[src/rtl/mem_stage_if.sv]
// Handshake and data bundle between execute, the data SRAM response port, mem_stage and write-back.
// Bus widths mirror mycpu.h; the guard keeps both files on one definition.
`ifndef ES_TO_MS_BUS_WD
`define ES_TO_MS_BUS_WD 80
`endif

interface mem_stage_if;
    logic                          ws_allowin;
    logic                          ms_allowin;
    logic                          es_to_ms_valid;
    logic [`ES_TO_MS_BUS_WD-1:0]   es_to_ms_bus;
    logic                          es_req_issued;
    logic                          data_sram_data_ok;
    logic [31:0]                   data_sram_rdata;
    logic                          ws_ex_forward;
    logic                          ms_to_ws_valid;
    logic [`ES_TO_MS_BUS_WD-7:0]   ms_to_ws_bus;
    logic [37:0]                   ms_fwd_bus;
    logic                          ms_load_pending;

    modport master (
        output ws_allowin, es_to_ms_valid, es_to_ms_bus, es_req_issued,
               data_sram_data_ok, data_sram_rdata, ws_ex_forward,
        input  ms_allowin, ms_to_ws_valid, ms_to_ws_bus, ms_fwd_bus, ms_load_pending
    );

    modport slave (
        input  ws_allowin, es_to_ms_valid, es_to_ms_bus, es_req_issued,
               data_sram_data_ok, data_sram_rdata, ws_ex_forward,
        output ms_allowin, ms_to_ws_valid, ms_to_ws_bus, ms_fwd_bus, ms_load_pending
    );
endinterface

[src/rtl/mem_stage.sv]
// MIPS memory stage: waits for data_ok, aligns/extends loads, drains stale responses after flush.
// Non-memory ops pass in one cycle; a load leaves in its data_ok cycle if write-back is ready, else holds.
`ifndef ES_TO_MS_BUS_WD
`define ES_TO_MS_BUS_WD 80
`endif

module mem_stage (
    input  logic        clk,
    input  logic        reset,
    mem_stage_if.slave  ms
);
    localparam int BW = `ES_TO_MS_BUS_WD;

    logic          ms_valid;
    logic          ms_got;
    logic [BW-1:0] ms_bus_r;
    logic [31:0]   ms_rdata_r;
    logic [1:0]    discard_cnt;

    logic [31:0]    ms_pc;
    logic [31:0]    ms_alu_result;
    logic [4:0]     ms_dest;
    logic           ms_gr_we;
    logic [4:0]     ms_load_op;
    logic           ms_mem_req;
    logic [BW-77:0] ms_pass;

    assign ms_pc         = ms_bus_r[31:0];
    assign ms_alu_result = ms_bus_r[63:32];
    assign ms_dest       = ms_bus_r[68:64];
    assign ms_gr_we      = ms_bus_r[69];
    assign ms_load_op    = ms_bus_r[74:70];
    assign ms_mem_req    = ms_bus_r[75];
    assign ms_pass       = ms_bus_r[BW-1:76];

    logic discarding;
    logic capture;
    logic own_outstanding;
    logic ms_ready_go;

    // A response is consumed by the drain counter before it can ever belong to this instruction.
    assign discarding      = ms.data_sram_data_ok && (discard_cnt != 2'd0);
    assign capture         = ms.data_sram_data_ok && (discard_cnt == 2'd0) &&
                             ms_valid && ms_mem_req && !ms_got;
    assign own_outstanding = ms_valid && ms_mem_req && !ms_got && !capture;

    assign ms_ready_go = !ms_mem_req || ms_got || (ms.data_sram_data_ok && discard_cnt == 2'd0);
    assign ms.ms_allowin      = !ms_valid || (ms_ready_go && ms.ws_allowin);
    assign ms.ms_to_ws_valid  = ms_valid && ms_ready_go && !ms.ws_ex_forward;
    assign ms.ms_load_pending = ms_valid && (ms_load_op != 5'd0) && !ms_got;

    logic [31:0] mem_data;
    logic [7:0]  byte_sel;
    logic [15:0] half_sel;
    logic [31:0] final_result;

    assign mem_data = capture ? ms.data_sram_rdata : ms_rdata_r;
    assign half_sel = ms_alu_result[1] ? mem_data[31:16] : mem_data[15:0];

    always_comb begin
        byte_sel = mem_data[7:0];
        case (ms_alu_result[1:0])
            2'd1:    byte_sel = mem_data[15:8];
            2'd2:    byte_sel = mem_data[23:16];
            2'd3:    byte_sel = mem_data[31:24];
            default: byte_sel = mem_data[7:0];
        endcase
    end

    // load_op is one-hot {lb, lbu, lh, lhu, lw}
    always_comb begin
        final_result = ms_alu_result;
        if (ms_load_op[4])      final_result = {{24{byte_sel[7]}}, byte_sel};
        else if (ms_load_op[3]) final_result = {24'd0, byte_sel};
        else if (ms_load_op[2]) final_result = {{16{half_sel[15]}}, half_sel};
        else if (ms_load_op[1]) final_result = {16'd0, half_sel};
        else if (ms_load_op[0]) final_result = mem_data;
    end

    assign ms.ms_to_ws_bus = {ms_pass, ms_gr_we, ms_dest, final_result, ms_pc};
    assign ms.ms_fwd_bus   = {ms_valid && ms_gr_we, ms_dest, final_result};

    always_ff @(posedge clk or posedge reset) begin
        if (reset) begin
            ms_valid    <= 1'b0;
            ms_got      <= 1'b0;
            ms_bus_r    <= '0;
            ms_rdata_r  <= 32'd0;
            discard_cnt <= 2'd0;
        end else if (ms.ws_ex_forward) begin
            // Every request still in flight (ours and execute's) must be drained later.
            ms_valid    <= 1'b0;
            ms_got      <= 1'b0;
            discard_cnt <= discard_cnt - {1'b0, discarding}
                                       + {1'b0, own_outstanding}
                                       + {1'b0, ms.es_req_issued};
        end else begin
            discard_cnt <= discard_cnt - {1'b0, discarding};
            if (ms.ms_allowin) begin
                ms_valid <= ms.es_to_ms_valid;
            end
            if (capture) begin
                ms_rdata_r <= ms.data_sram_rdata;
            end
            if (ms.es_to_ms_valid && ms.ms_allowin) begin
                ms_bus_r <= ms.es_to_ms_bus;
                ms_got   <= 1'b0;
            end else if (capture) begin
                ms_got <= 1'b1;
            end
        end
    end
endmodule

[src/flat_wrapper.sv]
// flat-port wrapper written by rule: the top's interface ports become plain ports
module mem_stage_flat 
  (clk, reset, ms_ws_allowin, ms_es_to_ms_valid, ms_es_to_ms_bus, ms_es_req_issued, ms_data_sram_data_ok, ms_data_sram_rdata, ms_ws_ex_forward, ms_ms_allowin, ms_ms_to_ws_valid, ms_ms_to_ws_bus, ms_ms_fwd_bus, ms_ms_load_pending);
  mem_stage_if ms_i ();
  input  logic clk;
  input  logic reset;
  input wire logic [$bits(ms_i.ws_allowin)-1:0] ms_ws_allowin;
  input wire logic [$bits(ms_i.es_to_ms_valid)-1:0] ms_es_to_ms_valid;
  input wire logic [$bits(ms_i.es_to_ms_bus)-1:0] ms_es_to_ms_bus;
  input wire logic [$bits(ms_i.es_req_issued)-1:0] ms_es_req_issued;
  input wire logic [$bits(ms_i.data_sram_data_ok)-1:0] ms_data_sram_data_ok;
  input wire logic [$bits(ms_i.data_sram_rdata)-1:0] ms_data_sram_rdata;
  input wire logic [$bits(ms_i.ws_ex_forward)-1:0] ms_ws_ex_forward;
  output wire logic [$bits(ms_i.ms_allowin)-1:0] ms_ms_allowin;
  output wire logic [$bits(ms_i.ms_to_ws_valid)-1:0] ms_ms_to_ws_valid;
  output wire logic [$bits(ms_i.ms_to_ws_bus)-1:0] ms_ms_to_ws_bus;
  output wire logic [$bits(ms_i.ms_fwd_bus)-1:0] ms_ms_fwd_bus;
  output wire logic [$bits(ms_i.ms_load_pending)-1:0] ms_ms_load_pending;
  assign ms_i.ws_allowin = ms_ws_allowin;
  assign ms_i.es_to_ms_valid = ms_es_to_ms_valid;
  assign ms_i.es_to_ms_bus = ms_es_to_ms_bus;
  assign ms_i.es_req_issued = ms_es_req_issued;
  assign ms_i.data_sram_data_ok = ms_data_sram_data_ok;
  assign ms_i.data_sram_rdata = ms_data_sram_rdata;
  assign ms_i.ws_ex_forward = ms_ws_ex_forward;
  assign ms_ms_allowin = ms_i.ms_allowin;
  assign ms_ms_to_ws_valid = ms_i.ms_to_ws_valid;
  assign ms_ms_to_ws_bus = ms_i.ms_to_ws_bus;
  assign ms_ms_fwd_bus = ms_i.ms_fwd_bus;
  assign ms_ms_load_pending = ms_i.ms_load_pending;
  mem_stage u_core (.clk(clk), .reset(reset), .ms(ms_i));
endmodule
[config.mk]
export PLATFORM = sky130hd
export DESIGN_NAME = mem_stage_flat
export DESIGN_NICKNAME = d
export VERILOG_FILES = /design/src/rtl/mem_stage_if.sv /design/src/rtl/mem_stage.sv /design/src/flat_wrapper.sv
export SDC_FILE = /design/constraint.sdc
export NUM_CORES = 1
export LEC_CHECK = 0
export BUFFER_PORTS_ARGS = -buffer_cell sky130_fd_sc_hd__buf_2
export CORE_UTILIZATION = 39
export CTS_BUF_LIST = sky130_fd_sc_hd__clkbuf_16
export DETAILED_ROUTE_END_ITERATION = 7
export GPL_TIMING_DRIVEN = 0
export HOLD_SLACK_MARGIN = 0.15
export PLACE_DENSITY = 0.63
export SLEW_MARGIN = 20
export SYNTH_ARGS = -nofsm -noshare
export SYNTH_HDL_FRONTEND = slang
export SYNTH_SLANG_ARGS = --single-unit
[constraint.sdc]
create_clock -name clk -period 3.87 [get_ports clk]
set_clock_uncertainty 0.05 [all_clocks]
set_input_delay 0.1935 -clock clk [delete_from_list [all_inputs] [get_ports clk]]
set_output_delay 0.1935 -clock clk [all_outputs]
set_load 0.03 [all_outputs]
# [Yosys cells after proc, flatten, opt, wreduce, memory -nomap -nowiden]
# Cells that the tools add are included.
[totals] wordCells=55 reg_bits=116
[classes] bitwise=1 reduce_logical=29 n_mux=14 addsub=3 eq_ne=3
[op_table] op="32-bit 2-to-1 mux" count=6
[op_table] op="8-bit one-hot mux with 3 select lines" count=1
[op_table] op="16-bit 2-to-1 mux" count=1
[op_table] op="1-bit logical AND" count=15
[op_table] op="1-bit zero test" count=5
[op_table] op="1-bit 2-to-1 mux" count=5
[op_table] op="5-bit nonzero test" count=1
[op_table] op="2-bit by 1-bit adder with 2-bit output" count=2
[op_table] op="2-bit == test, second input constant" count=2
[op_table] op="2-bit nonzero test" count=2
[op_table] op="1-bit logical OR" count=3
[op_table] op="3-bit nonzero test" count=1
[op_table] op="2-bit by 1-bit == test with 1-bit output, second input constant" count=1
[op_table] op="2-bit zero test" count=1
[op_table] op="2-bit 2-to-1 mux" count=1
[op_table] op="2-bit AND reduction" count=1
[op_table] op="2-bit by 1-bit subtractor with 2-bit output" count=1
[op_table] op="1-bit inverter" count=1

# [Longest topological paths before layout]
# Gate-level depths: netlist (run 1).
[depth] ltp_word=11 depth_mapped=10 mapped_depth_nobuf=6

# [Least setup slack after synthesis (run 1)]
# No wires, ideal clock.
[synth_timing] path_kind="reg2out" start="register u_core.discard_cnt[1]" end="output ms_ms_to_ws_bus[39]" slack_ns=0.885 stages_incl_launch_ff=8 arrival_time_ns=2.741 cell_sequence="dfrtp_1 -> or3b_2 -> nor2_4 -> buf_6 -> nand2_1 -> a31o_2 -> a211oi_1 -> buf_4"
[synth_between] elab_chain_cells=11 elab_cells_between_ends=13 classes_between="mux: 8; reduce/logical: 5"
[synth_rtl] element="from (decl)" line_no="mem_stage.sv:18" text="logic [1:0] discard_cnt;"
[synth_rtl] element="from (signal assigned)" line_no="mem_stage.sv:94" text="discard_cnt <= discard_cnt - {1'b0, discarding}"
[synth_rtl] element="from (signal assigned)" line_no="mem_stage.sv:98" text="discard_cnt <= discard_cnt - {1'b0, discarding};"
[synth_rtl] element="2-bit zero test (*)" line_no="mem_stage.sv:43" text="assign capture = ms.data_sram_data_ok && (discard_cnt == 2'd0) &&"
[synth_rtl] element="1-bit logical AND (*) (2 in series)" line_no="mem_stage.sv:43"
[synth_rtl] element="1-bit logical AND (*) (2 in series)" line_no="mem_stage.sv:44" text="ms_valid && ms_mem_req && !ms_got;"
[synth_rtl] element="32-bit 2-to-1 mux (*)" line_no="mem_stage.sv:57" text="assign mem_data = capture ? ms.data_sram_rdata : ms_rdata_r;"
[synth_rtl] element="32-bit 2-to-1 mux or 16-bit 2-to-1 mux (tied branches)" line_no="mem_stage.sv:77, mem_stage.sv:58"
[synth_rtl] element="32-bit 2-to-1 mux" line_no="mem_stage.sv:76" text="else if (ms_load_op[1]) final_result = {16'd0, half_sel};"
[synth_rtl] element="32-bit 2-to-1 mux" line_no="mem_stage.sv:75" text="else if (ms_load_op[2]) final_result = {{16{half_sel[15]}}, half_sel};"
[synth_rtl] element="32-bit 2-to-1 mux" line_no="mem_stage.sv:74" text="else if (ms_load_op[3]) final_result = {24'd0, byte_sel};"
[synth_rtl] element="32-bit 2-to-1 mux (*)" line_no="mem_stage.sv:73" text="if (ms_load_op[4]) final_result = {{24{byte_sel[7]}}, byte_sel};"
[synth_rtl] element="to (decl)" line_no="flat_wrapper.sv:16" text="output wire logic [$bits(ms_i.ms_to_ws_bus)-1:0] ms_ms_to_ws_bus;"
# Mark *: on every way between the ends. The rest lies on a longest branch, timed or not.

# [Worst setup path in the final report (run 1)]
[layout_timing] start="register u_core.discard_cnt[1]" end="output ms_ms_to_ws_bus[49]"
[layout_between] elab_chain_cells=11 elab_cells_between_ends=13 classes_between="mux: 8; reduce/logical: 5"
[layout_rtl] element="2-bit zero test (*)" line_no="mem_stage.sv:43"
[layout_rtl] element="1-bit logical AND (*) (2 in series)" line_no="mem_stage.sv:43"
[layout_rtl] element="1-bit logical AND (*) (2 in series)" line_no="mem_stage.sv:44"
[layout_rtl] element="32-bit 2-to-1 mux (*)" line_no="mem_stage.sv:57"
[layout_rtl] element="32-bit 2-to-1 mux" line_no="mem_stage.sv:77" text="else if (ms_load_op[0]) final_result = mem_data;"
[layout_rtl] element="32-bit 2-to-1 mux" line_no="mem_stage.sv:76"
[layout_rtl] element="32-bit 2-to-1 mux" line_no="mem_stage.sv:75"
[layout_rtl] element="32-bit 2-to-1 mux" line_no="mem_stage.sv:74"
[layout_rtl] element="32-bit 2-to-1 mux (*)" line_no="mem_stage.sv:73"
# Marks and branches as above.

==> results of run 1 <==
-- cells in the mapped netlist (2+ instances only) --
cell type and instances:
buf_4 81, mux4_1 3, buf_6 10, a31o_2 5, mux4_2 6, a211o_1 2
mux2_1 9, o211ai_1 3, o22ai_1 2, a31oi_1 20, nor3b_1 4, nand2_1 31
a311oi_1 3, a21oi_1 9, o21ai_0 34, mux2_2 103, buf_1 4, buf_2 9
o211a_1 2, o21a_1 2, inv_1 9, a211oi_1 4, and2_1 5, nor2_1 52
a221o_1 5, and2_0 2, or2_2 2, nand3_1 7, dfrtp_1 116, clkbuf_1 17
mux2i_1 14, o21ai_1 2, a32o_1 3, nand3b_1 25, nor3_1 2
-- flip-flops by register name (all words and copies together), names as in the netlist --
name,count
u_core.discard_cnt,2
u_core.ms_valid,1
u_core.ms_rdata_r,32
u_core.ms_bus_r,80
u_core.ms_got,1
-- final cells by class --
type	count	area, um2	share of cell area [%]
plain buffers	122	850	8.35
flip-flops and latches	116	2900	28.5
clock inverters	15	251	2.47
well taps	225	282	2.77
clock buffers	17	425	4.18
repair buffers	351	2370	23.3
multi-input cells	380	3060	30.0
inverters	9	38.8	0.381
-- how the worst max path moves through the flow --
stage | startpoint | end | slack [ns]
5_1_grt | u_core.discard_cnt[1] | ms_ms_to_ws_bus[49] | 0.41
2_1_floorplan | reset | u_core.discard_cnt[0] | 0.55
6_report | u_core.discard_cnt[1] | ms_ms_to_ws_bus[49] | 0.48
4_1_cts | u_core.ms_valid | ms_ms_to_ws_bus[35] | 0.55
3_3_place_gp | reset | u_core.ms_rdata_r[10] | -1.04
3_5_place_dp | u_core.ms_valid | ms_ms_to_ws_bus[35] | 1.0
-- stage by stage --
step / setup TNS, ns / utilization [%] / setup WS, ns / cell area [um2]
floorplan: 0 / - / 0.554 / 6840
global placement: -119.64 / 48.1 / -1.04 / 8280
detailed placement: 0 / 48.3 / 0.997 / 8320
CTS: 0 / 59.0 / 0.545 / 10200
global route: 0 / 59.0 / 0.414 / 10200
finish: 0 / 59.0 / 0.483 / 10200
-- power breakdown --
group          internal [mW]  total, mW  switching [mW]
clock network           1.21       1.82           0.612
registers               1.50       1.71           0.201
logic                   1.24       3.03            1.79
-- kinds of logic after synthesis --
group | after synthesis | synth area share (%)
AND/OR/NAND/NOR | 137 | 10.3
multiplexers | 135 | 23.6
buffers and inverters | 131 | 12.9
flip-flops | 116 | 42.4
AO/OA/AOI/OAI | 104 | 10.1
XOR/XNOR | 2 | 0.256
adder cells (fa/ha/maj) | 2 | 0.475
-- routing by layer --
metal  vias up  track usage [%]
met2       302             40.7
met4         0             9.18
met5         -                0
met1      3040             31.2
li1       2916                -
met3        34             6.69
-- tightest hold or removal path, stage by stage --
cell,delay (ns)
dlygate4sd3_1,0.53
buf_2,0.14
inv_6,0.32
-- what timing repair did --
| item | in CTS | in global routing |
|---|---|---|
| hold buffers | 118 | 0 |
| endpoints found under the hold margin | 160 | 0 |
| resized for setup | 0 | 0 |
==> impl_metrics.ini, run 1 <==
[layout]
area_delta_synth_final_pct = 48.7
n_antenna_cell = 0
final_nets = 1118
final_cell_mix = 241 x buf_2, 118 x dlygate4sd3_1, 116 x dfrtp_1
fill_cells = 1462
drive_above_1_share_pct = 48.4
layout_commonest_cell = buf_2
stdcell_count = 1235

[grt]
antenna_found_initial = 0
grt_pass1_wl_mm = 34.0
gr-total-overflow = 0
track_usage_pct = 24.8
grt_pass1_vias = 6353
grt_max_degree = 73

[clock_tree]
clk_path_buf_depth = 2
cts_sinks = 116
cts_tree = built
clk_latency_ns = 0.42
path_clk_slew_ns = 0.06
cts_setup_buffers = 0
cts_root_buffer = clkbuf_16
h-tree-depth = 4
numCtsBuffers = 17

[critical_path]
worst_setup_path_start_kind = register
reg2reg_depth = 7
reg2reg_to = u_core.ms_got
critPathKind = reg2out
rrSetupSlack_ns = 1.16
crit_fanout = 10
cp-end-kind = output port
r2r_start = u_core.discard_cnt[1]
cp.required_ns = 3.63
cp_slowest_cell = nor3b_4
max_stage_delay_ns = 0.46
worst-path-stages = 10
path_buf_inv = 5
path_cells = nor3b_4, nand2_4, buf_6, buf_2, buf_2, nand3b_1, a31oi_1, o21ai_0, buf_4, buf_2
cpMostUsedCell = buf_2
critical_path.top_delay_family = buffers and inverters
critical_path_arrival_ns = 3.14

[logic_synthesis]
synth_top_cell_by_area = dfrtp_1
synth-seq-cells = 116
yosysWarnings = 0
synth_flop_cell = dfrtp_1
netlist_top_cells_area = dfrtp_1 42%, mux2_2 17%, buf_4 8.9%
synth_edf_count = 0
yosysSeqAreaShare_pct = 42.4
syn-cell-area_mm2 = 0.00684
yosysUniqueCellTypes = 55
synthArstFlopShare_pct = 100
syn_nets = 748
syn_area_per_cell_um2 = 10.9
yosysTopAreaCellShare_pct = 42.4
synthCells = 627

[detailed_routing]
topRoutingLayerUsed = met4
wl_met2_mm = 10.4
drt-met1-wl_mm = 8.93
drt_wl_total_mm = 21.6
drt-wirelength-per-cell_um = 17.5
via_per_inst = 5.09
drtIter0Drc = 317
drtAntennaViolNets = 0
met3_length_mm = 1.77
route.detailed.drc = 0
dr_total_vias = 6292
dr.pass1.iters = 7

[floorplanning]
die-area_mm2 = 0.0181
initial_core_util_pct = 39.7
placeableCoreArea_mm2 = 0.0172
rows = 48
fp.dieW_um = 134
ioPinCount = 234
die_h_um = 134

[sta]
max_slew_margin_pct = 48.1
rsz0062_at_grt = false
setup_violations = 0
period_share_pct = 87.5
slew_viol_final = 0
worst_pin_slew_ns = 0.776
whs_ns = 0.284
fin_crit_ns = 3.39
max_freq_ghz = 0.295
final_hold_viol_count = 0

[pwr]
total_power_mw = 6.56
leakagePower_nw = 4.91
vdd_drop_max_mv = 0.386
power.density_mw_per_mm2 = 645

[placed_design]
dpl.cell_count = 1085
dp_hpwl_mm = 15.5
io_buffers = 232
gp_congestion = 0.907

[flow_run]
drv_cap = 0

[hold_path]
hold_path.class = in2async

[run_status]
outcome = finished, final reports clean
No activity file was read; power rests on OpenSTA's default activity.
==> run 2: changes to the inputs <==
--- a/config.mk
+++ b/config.mk
@@ -6,12 +6,12 @@
 export NUM_CORES = 1
 export LEC_CHECK = 0
 export BUFFER_PORTS_ARGS = -buffer_cell sky130_fd_sc_hd__buf_2
-export CORE_UTILIZATION = 39
+export CORE_UTILIZATION = 45
 export CTS_BUF_LIST = sky130_fd_sc_hd__clkbuf_16
 export DETAILED_ROUTE_END_ITERATION = 7
 export GPL_TIMING_DRIVEN = 0
 export HOLD_SLACK_MARGIN = 0.15
-export PLACE_DENSITY = 0.63
+export PLACE_DENSITY = 0.74
 export SLEW_MARGIN = 20
 export SYNTH_ARGS = -nofsm -noshare
 export SYNTH_HDL_FRONTEND = slang
==> constraint.sdc (replaced) <==
create_clock -name clk -period 3.03 [get_ports clk]
set_clock_uncertainty 0.05 [all_clocks]
set_input_delay 0.1515 -clock clk [delete_from_list [all_inputs] [get_ports clk]]
set_output_delay 0.1515 -clock clk [all_outputs]
set_load 0.03 [all_outputs]
==> run 2 against run 1 <==
Compared with the run above:
- clock power increased by 9%
- largest power group unchanged
- critical path depth decreased by 3
- setup slack got worse by 0.45 ns
- the flow now finishes with violations (DRC)
- largest cell class unchanged
- non-clock buffer count increased by 5
- global-route usage increased by 4.8 points
- design area increased by 0.13%
- count of clock-buffer cells in the layout unchanged
- via count increased by 3.1%
==> impl_metrics.ini, run 2 (same netlist as run 1, synthesis figures left out) <==
[run_status]
outcome = finished, violations left
violations = DRC

[layout]
final_nets = 1123
n_antenna_cell = 0
stdcell_count = 1199
fill_cells = 1044
layout_commonest_cell = buf_2
post-route-util_pct = 69.3
top_register = u_core.ms_bus_r
largest_register_ffs = 80
final_cell_mix = 238 x buf_2, 118 x dlygate4sd3_1, 114 x dfrtp_1
drive_above_1_share_pct = 50.0
top_regs = u_core.ms_bus_r: 80 flops, u_core.ms_rdata_r: 32 flops, u_core.discard_cnt: 2 flops
area_delta_synth_final_pct = 48.9

[sta]
setup_violations = 0
max_slew_margin_pct = 53.5
slew_viol_final = 0
rsz0062_at_grt = true
worst_pin_slew_ns = 0.696
finalSetupTns_ns = 0
fin_crit_ns = 3.00
max_freq_ghz = 0.333
final_hold_viol_count = 0
whs_ns = 0.272
period_share_pct = 99.0

[critical_path]
critPathKind = reg2out
setup.worst_path.end = ms_ms_to_ws_bus[45]
path_cells = clkbuf_1, or3_1, a21boi_0, a32o_1, o21ai_0, buf_4, buf_2
critical_path.top_delay_family = compound AO/OA/AOI/OAI gates
startpoint = u_core.ms_bus_r[72]
crit_fanout = 10
cp.required_ns = 2.83
path_buf_inv = 3
r2r_start = u_core.discard_cnt[1]
worst_setup_path_start_kind = register
worst-path-stages = 7
cp_slowest_cell = a21boi_0
reg2reg_to = u_core.ms_bus_r[37]
cp-end-kind = output port
rrSetupSlack_ns = 0.50
reg2reg_depth = 9
critical_path_arrival_ns = 2.80
max_stage_delay_ns = 0.52

[clock_tree]
cts_root_buffer = clkbuf_16
clk_path_buf_depth = 2
h-tree-depth = 4
clk_latency_ns = 0.42
cts_tree = built
path_clk_slew_ns = 0.06
numCtsBuffers = 17
cts_sinks = 116

[detailed_routing]
drt-wirelength-per-cell_um = 19.0
via_per_inst = 5.41
dr.pass1.iters = 8
drtAntennaViolNets = 0
drtIter0Drc = 611
route.detailed.drc = 11
drt_wl_total_mm = 22.8
dr_total_vias = 6490

[grt]
grt_max_degree = 34
global_route.usage.met1_pct = 35.5
antenna_found_initial = 0
track_usage_pct = 29.6
grt_pass1_vias = 6674
gr-total-overflow = 0
grt_util_met3_pct = 8.17
grt_util_met2_pct = 49.9
busiest_layer = met2
grt_pass1_wl_mm = 35.7

[hold_path]
hold_path.class = in2reg
hold_depth = 5

[flow_run]
drv_cap = 0

[floorplanning]
rows = 44
die-area_mm2 = 0.0157
die_h_um = 125
placeableCoreArea_mm2 = 0.0147
fp.dieW_um = 125
initial_core_util_pct = 46.5
ioPinCount = 234

[pwr]
power.density_mw_per_mm2 = 804
leakagePower_nw = 4.91
vdd_drop_max_mv = 0.477
total_power_mw = 8.19

[placed_design]
io_buffers = 232
dp_hpwl_mm = 15.5
gp_congestion = 0.931
dpl.cell_count = 1046
run 2: repair_timing:
item / in CTS / in global routing
hold buffers: 118 / 0
gates resized for setup: 17 / 24
buffers inserted: 3 / 2
setup endpoints to repair: 53 / 42
hold endpoints to repair: 143 / 0
pin swaps: 2 / 5
run 2: worst min-delay path: stages:
cell     delay [ns]
buf_2          0.10
o21a_1         0.11
ha_1           0.14
xor2_1         0.08
xnor2_1        0.12
run 2: metal layers:
layer | vias to the layer above | share of wire (%) | wire (um)
li1 | 2927 | - | -
met1 | 3114 | 38 | 8690
met2 | 393 | 49 | 11100
met3 | 56 | 10 | 2280
met4 | 0 | 3.2 | 736
met5 | - | 0 | 0
run 2: how the worst min path moves through the flow:
stage	end	start	slack (ns)
6_report	u_core.discard_cnt[1]	ms_data_sram_data_ok	0.27
5_1_grt	u_core.discard_cnt[1]	ms_data_sram_data_ok	0.30
4_1_cts	u_core.discard_cnt[1]	ms_data_sram_data_ok	0.27
3_5_place_dp	u_core.ms_bus_r[20]	reset	0.23
3_3_place_gp	u_core.ms_got	ms_es_to_ms_valid	0.30
2_1_floorplan	u_core.ms_got	ms_es_to_ms_valid	0.19
run 2: metrics by stage:
step	setup WS [ns]	cell area (um2)
global placement	0.212	8240
global route	-0.0679	10200
detailed placement	0.228	8300
finish	0.0308	10200
floorplan	0.0873	6850
CTS	0.0104	10100
run 2: power breakdown:
group / internal [mW] / total, mW / switching, mW / leakage (nW)
registers: 1.92 / 2.21 / 0.291 / 1.40
logic: 1.64 / 3.99 / 2.34 / 3.23
clock network: 1.21 / 1.99 / 0.774 / 0.278
run 2: final cells by class:
cell class              instances  area, um2  share of cell area, %
multi-input cells             380       3120                   30.6
flip-flops and latches        116       2910                   28.5
repair buffers                358       2440                   23.9
plain buffers                 120        876                   8.60
clock buffers                  17        425                   4.18
well taps                     184        230                   2.26
clock inverters                15        154                   1.51
inverters                       9       37.5                  0.368
==> run 3: changes to the inputs <==
==> constraint.sdc (replaced) <==
create_clock -name clk -period 3.03 [get_ports clk]
set_clock_uncertainty 0.05 [all_clocks]
set_input_delay 0.303 -clock clk [delete_from_list [all_inputs] [get_ports clk]]
set_output_delay 0.303 -clock clk [all_outputs]
set_load 0.03 [all_outputs]
==> run 3 against run 2 <==
Compared with the run above:
- the run ends with DRC, setup timing left
- critical path depth grew 1
- combinational power grew 5.8%
- sequential share of layout area shrank 0.90 points
- design area grew 3.2%
- hold slack lost 0.050 ns
- fmax shrank 2.6%
- first-iteration DRC count shrank 7.2%
- highest routed layer unchanged
==> impl_metrics.ini, run 3 (same netlist as run 1, synthesis figures left out) <==
[detailed_routing]
via_per_inst = 5.43
drtIter0Drc = 567
route.detailed.drc = 11
drt_wl_total_mm = 22.8
dr_total_vias = 6560
dr.pass1.iters = 7
drt-wirelength-per-cell_um = 18.9
drtAntennaViolNets = 0

[sta]
fin_crit_ns = 3.08
max_slew_margin_pct = 54.4
slew_viol_final = 0
max_freq_ghz = 0.325
rsz0062_at_grt = true
worst_pin_slew_ns = 0.683
final_hold_viol_count = 0
final.setup.worst_slack_ns = -0.0487
setup_violations = 3
period_share_pct = 102

[clock_tree]
cts_sinks = 116
cts_root_buffer = clkbuf_16
path_clk_slew_ns = 0.06
h-tree-depth = 4
cts_tree = built
clk_latency_ns = 0.42
clk_path_buf_depth = 2
numCtsBuffers = 17

[critical_path]
cp_slowest_cell = or3b_4
cpMostUsedCell = buf_4
cp.required_ns = 2.68
path_buf_inv = 3
path_cells = or3b_4, nor2_4, buf_4, mux2i_4, mux2i_1, a221o_1, buf_4, buf_4
cp-end-kind = output port
worst_setup_path_start_kind = register
crit_fanout = 6
critPathKind = reg2out
critical_path_arrival_ns = 2.73
critical_path.top_delay_family = simple AND/OR/NAND/NOR gates
max_stage_delay_ns = 0.46

[grt]
grt_pass1_wl_mm = 35.8
track_usage_pct = 29.8
grt_max_degree = 33
antenna_found_initial = 0
grt_pass1_vias = 6667
gr-total-overflow = 0

[layout]
layout_commonest_cell = buf_2
design_area_mm2 = 0.0105
fill_cells = 992
top_regs = u_core.ms_bus_r: 80 flops, u_core.ms_rdata_r: 32 flops, u_core.discard_cnt: 2 flops
area_delta_synth_final_pct = 53.7
top_register = u_core.ms_bus_r
n_antenna_cell = 0
largest_register_ffs = 80
final_nets = 1132
drive_above_1_share_pct = 54.3
final_cell_mix = 224 x buf_2, 115 x dfrtp_1, 114 x dlygate4sd3_1

[floorplanning]
ioPinCount = 234
fp.dieW_um = 125
die-area_mm2 = 0.0157
placeableCoreArea_mm2 = 0.0147
die_h_um = 125
initial_core_util_pct = 46.5
rows = 44

[placed_design]
dp_hpwl_mm = 15.1
place_area_mm2 = 0.00830
gp_congestion = 0.977
io_buffers = 232

[pwr]
combPwrFrac_pct = 49.2
sequentialPowerShare_pct = 25.8
p_clk_share_pct = 25.0
internal-power_mw = 5.10
switchingPower_mw = 3.48
power.density_mw_per_mm2 = 815
leakagePower_nw = 5.03
vdd_drop_max_mv = 0.584
total_power_mw = 8.57
sw_frac_of_total_pct = 40.6

[hold_path]
hold_path.class = in2reg

[run_status]
violations = DRC, setup timing
outcome = finished, violations left

[flow_run]
drv_cap = 0
run 3: cell types whose count changed in the layout (fill, tap and decap cells not counted), sizes merged:
cell         before  now
buf             343  355
dlygate4sd3     118  114
bufinv            2    4
clkbuf           34   35
clkinv            6    5
clkinvlp          4    3
run 3: through the flow:
stage	cells	hold WS, ns	utilization, %	TNS (ns)	worst slack, ns
after global placement	1043	0.420	56.1	0	0.0625
after CTS	1202	0.218	70.0	-1.12	-0.116
after detailed placement	1046	0.379	56.5	0	0.0379
after floorplan	627	0.343	-	0	0.0819
final	1208	0.222	71.6	-0.0774	-0.0487
after global routing	1208	0.245	71.6	-0.792	-0.108
run 3: cell type report:
class	instances	area, um2	area share, %
Tap cell	184	230	2.19
Clock buffer	17	425	4.04
Sequential cell	116	2900	27.6
Timing Repair Buffer	369	2570	24.4
Buffer	118	896	8.52
Multi-Input combinational cell	380	3250	30.9
Inverter	9	37.5	0.357
Clock inverter	15	201	1.92
run 3: routing by layer:
metal | vias up | GRT usage [%] | part of all wire (%)
met5 | - | 0 | 0
met4 | 0 | 12.1 | 3.5
met3 | 74 | 8.04 | 9.3
met2 | 416 | 49.9 | 48
met1 | 3137 | 36.5 | 39
li1 | 2933 | - | -
run 3: worst paths after layout:
path | startpoint | end | slack, ns | cells after the start
min in group asynchronous | reset | u_core.ms_bus_r[22] | 0.51 | 3
min reg2reg | u_core.ms_bus_r[24] | u_core.ms_bus_r[24] | 0.46 | 1
max | u_core.discard_cnt[0] | ms_ms_to_ws_bus[35] | -0.05 | 8
min | ms_ws_ex_forward | u_core.ms_valid | 0.22 | 2
max in group asynchronous | reset | u_core.ms_rdata_r[1] | 1.38 | 6
max reg2reg | u_core.discard_cnt[1] | u_core.ms_bus_r[10] | 0.44 | 9
run 3: what timing repair did:
action                                  in CTS  in global routing
buffers inserted                            13                  7
pin swaps                                    7                 12
hold endpoints to repair                   143                  0
hold buffers                               114                  0
endpoints found under the setup margin      63                 52
resized for setup                           44                 79
run 3: power groups by stage:
stage          Combinational, mW  Clock (mW)  Sequential, mW
6_report                    4.22        2.14            2.21
5_1_grt                     4.44        2.23            2.26
4_1_cts                     3.96        2.16            2.19
3_5_place_dp                3.71           0            2.19
3_3_place_gp                3.65           0            2.18
2_1_floorplan               2.80           0            2.11
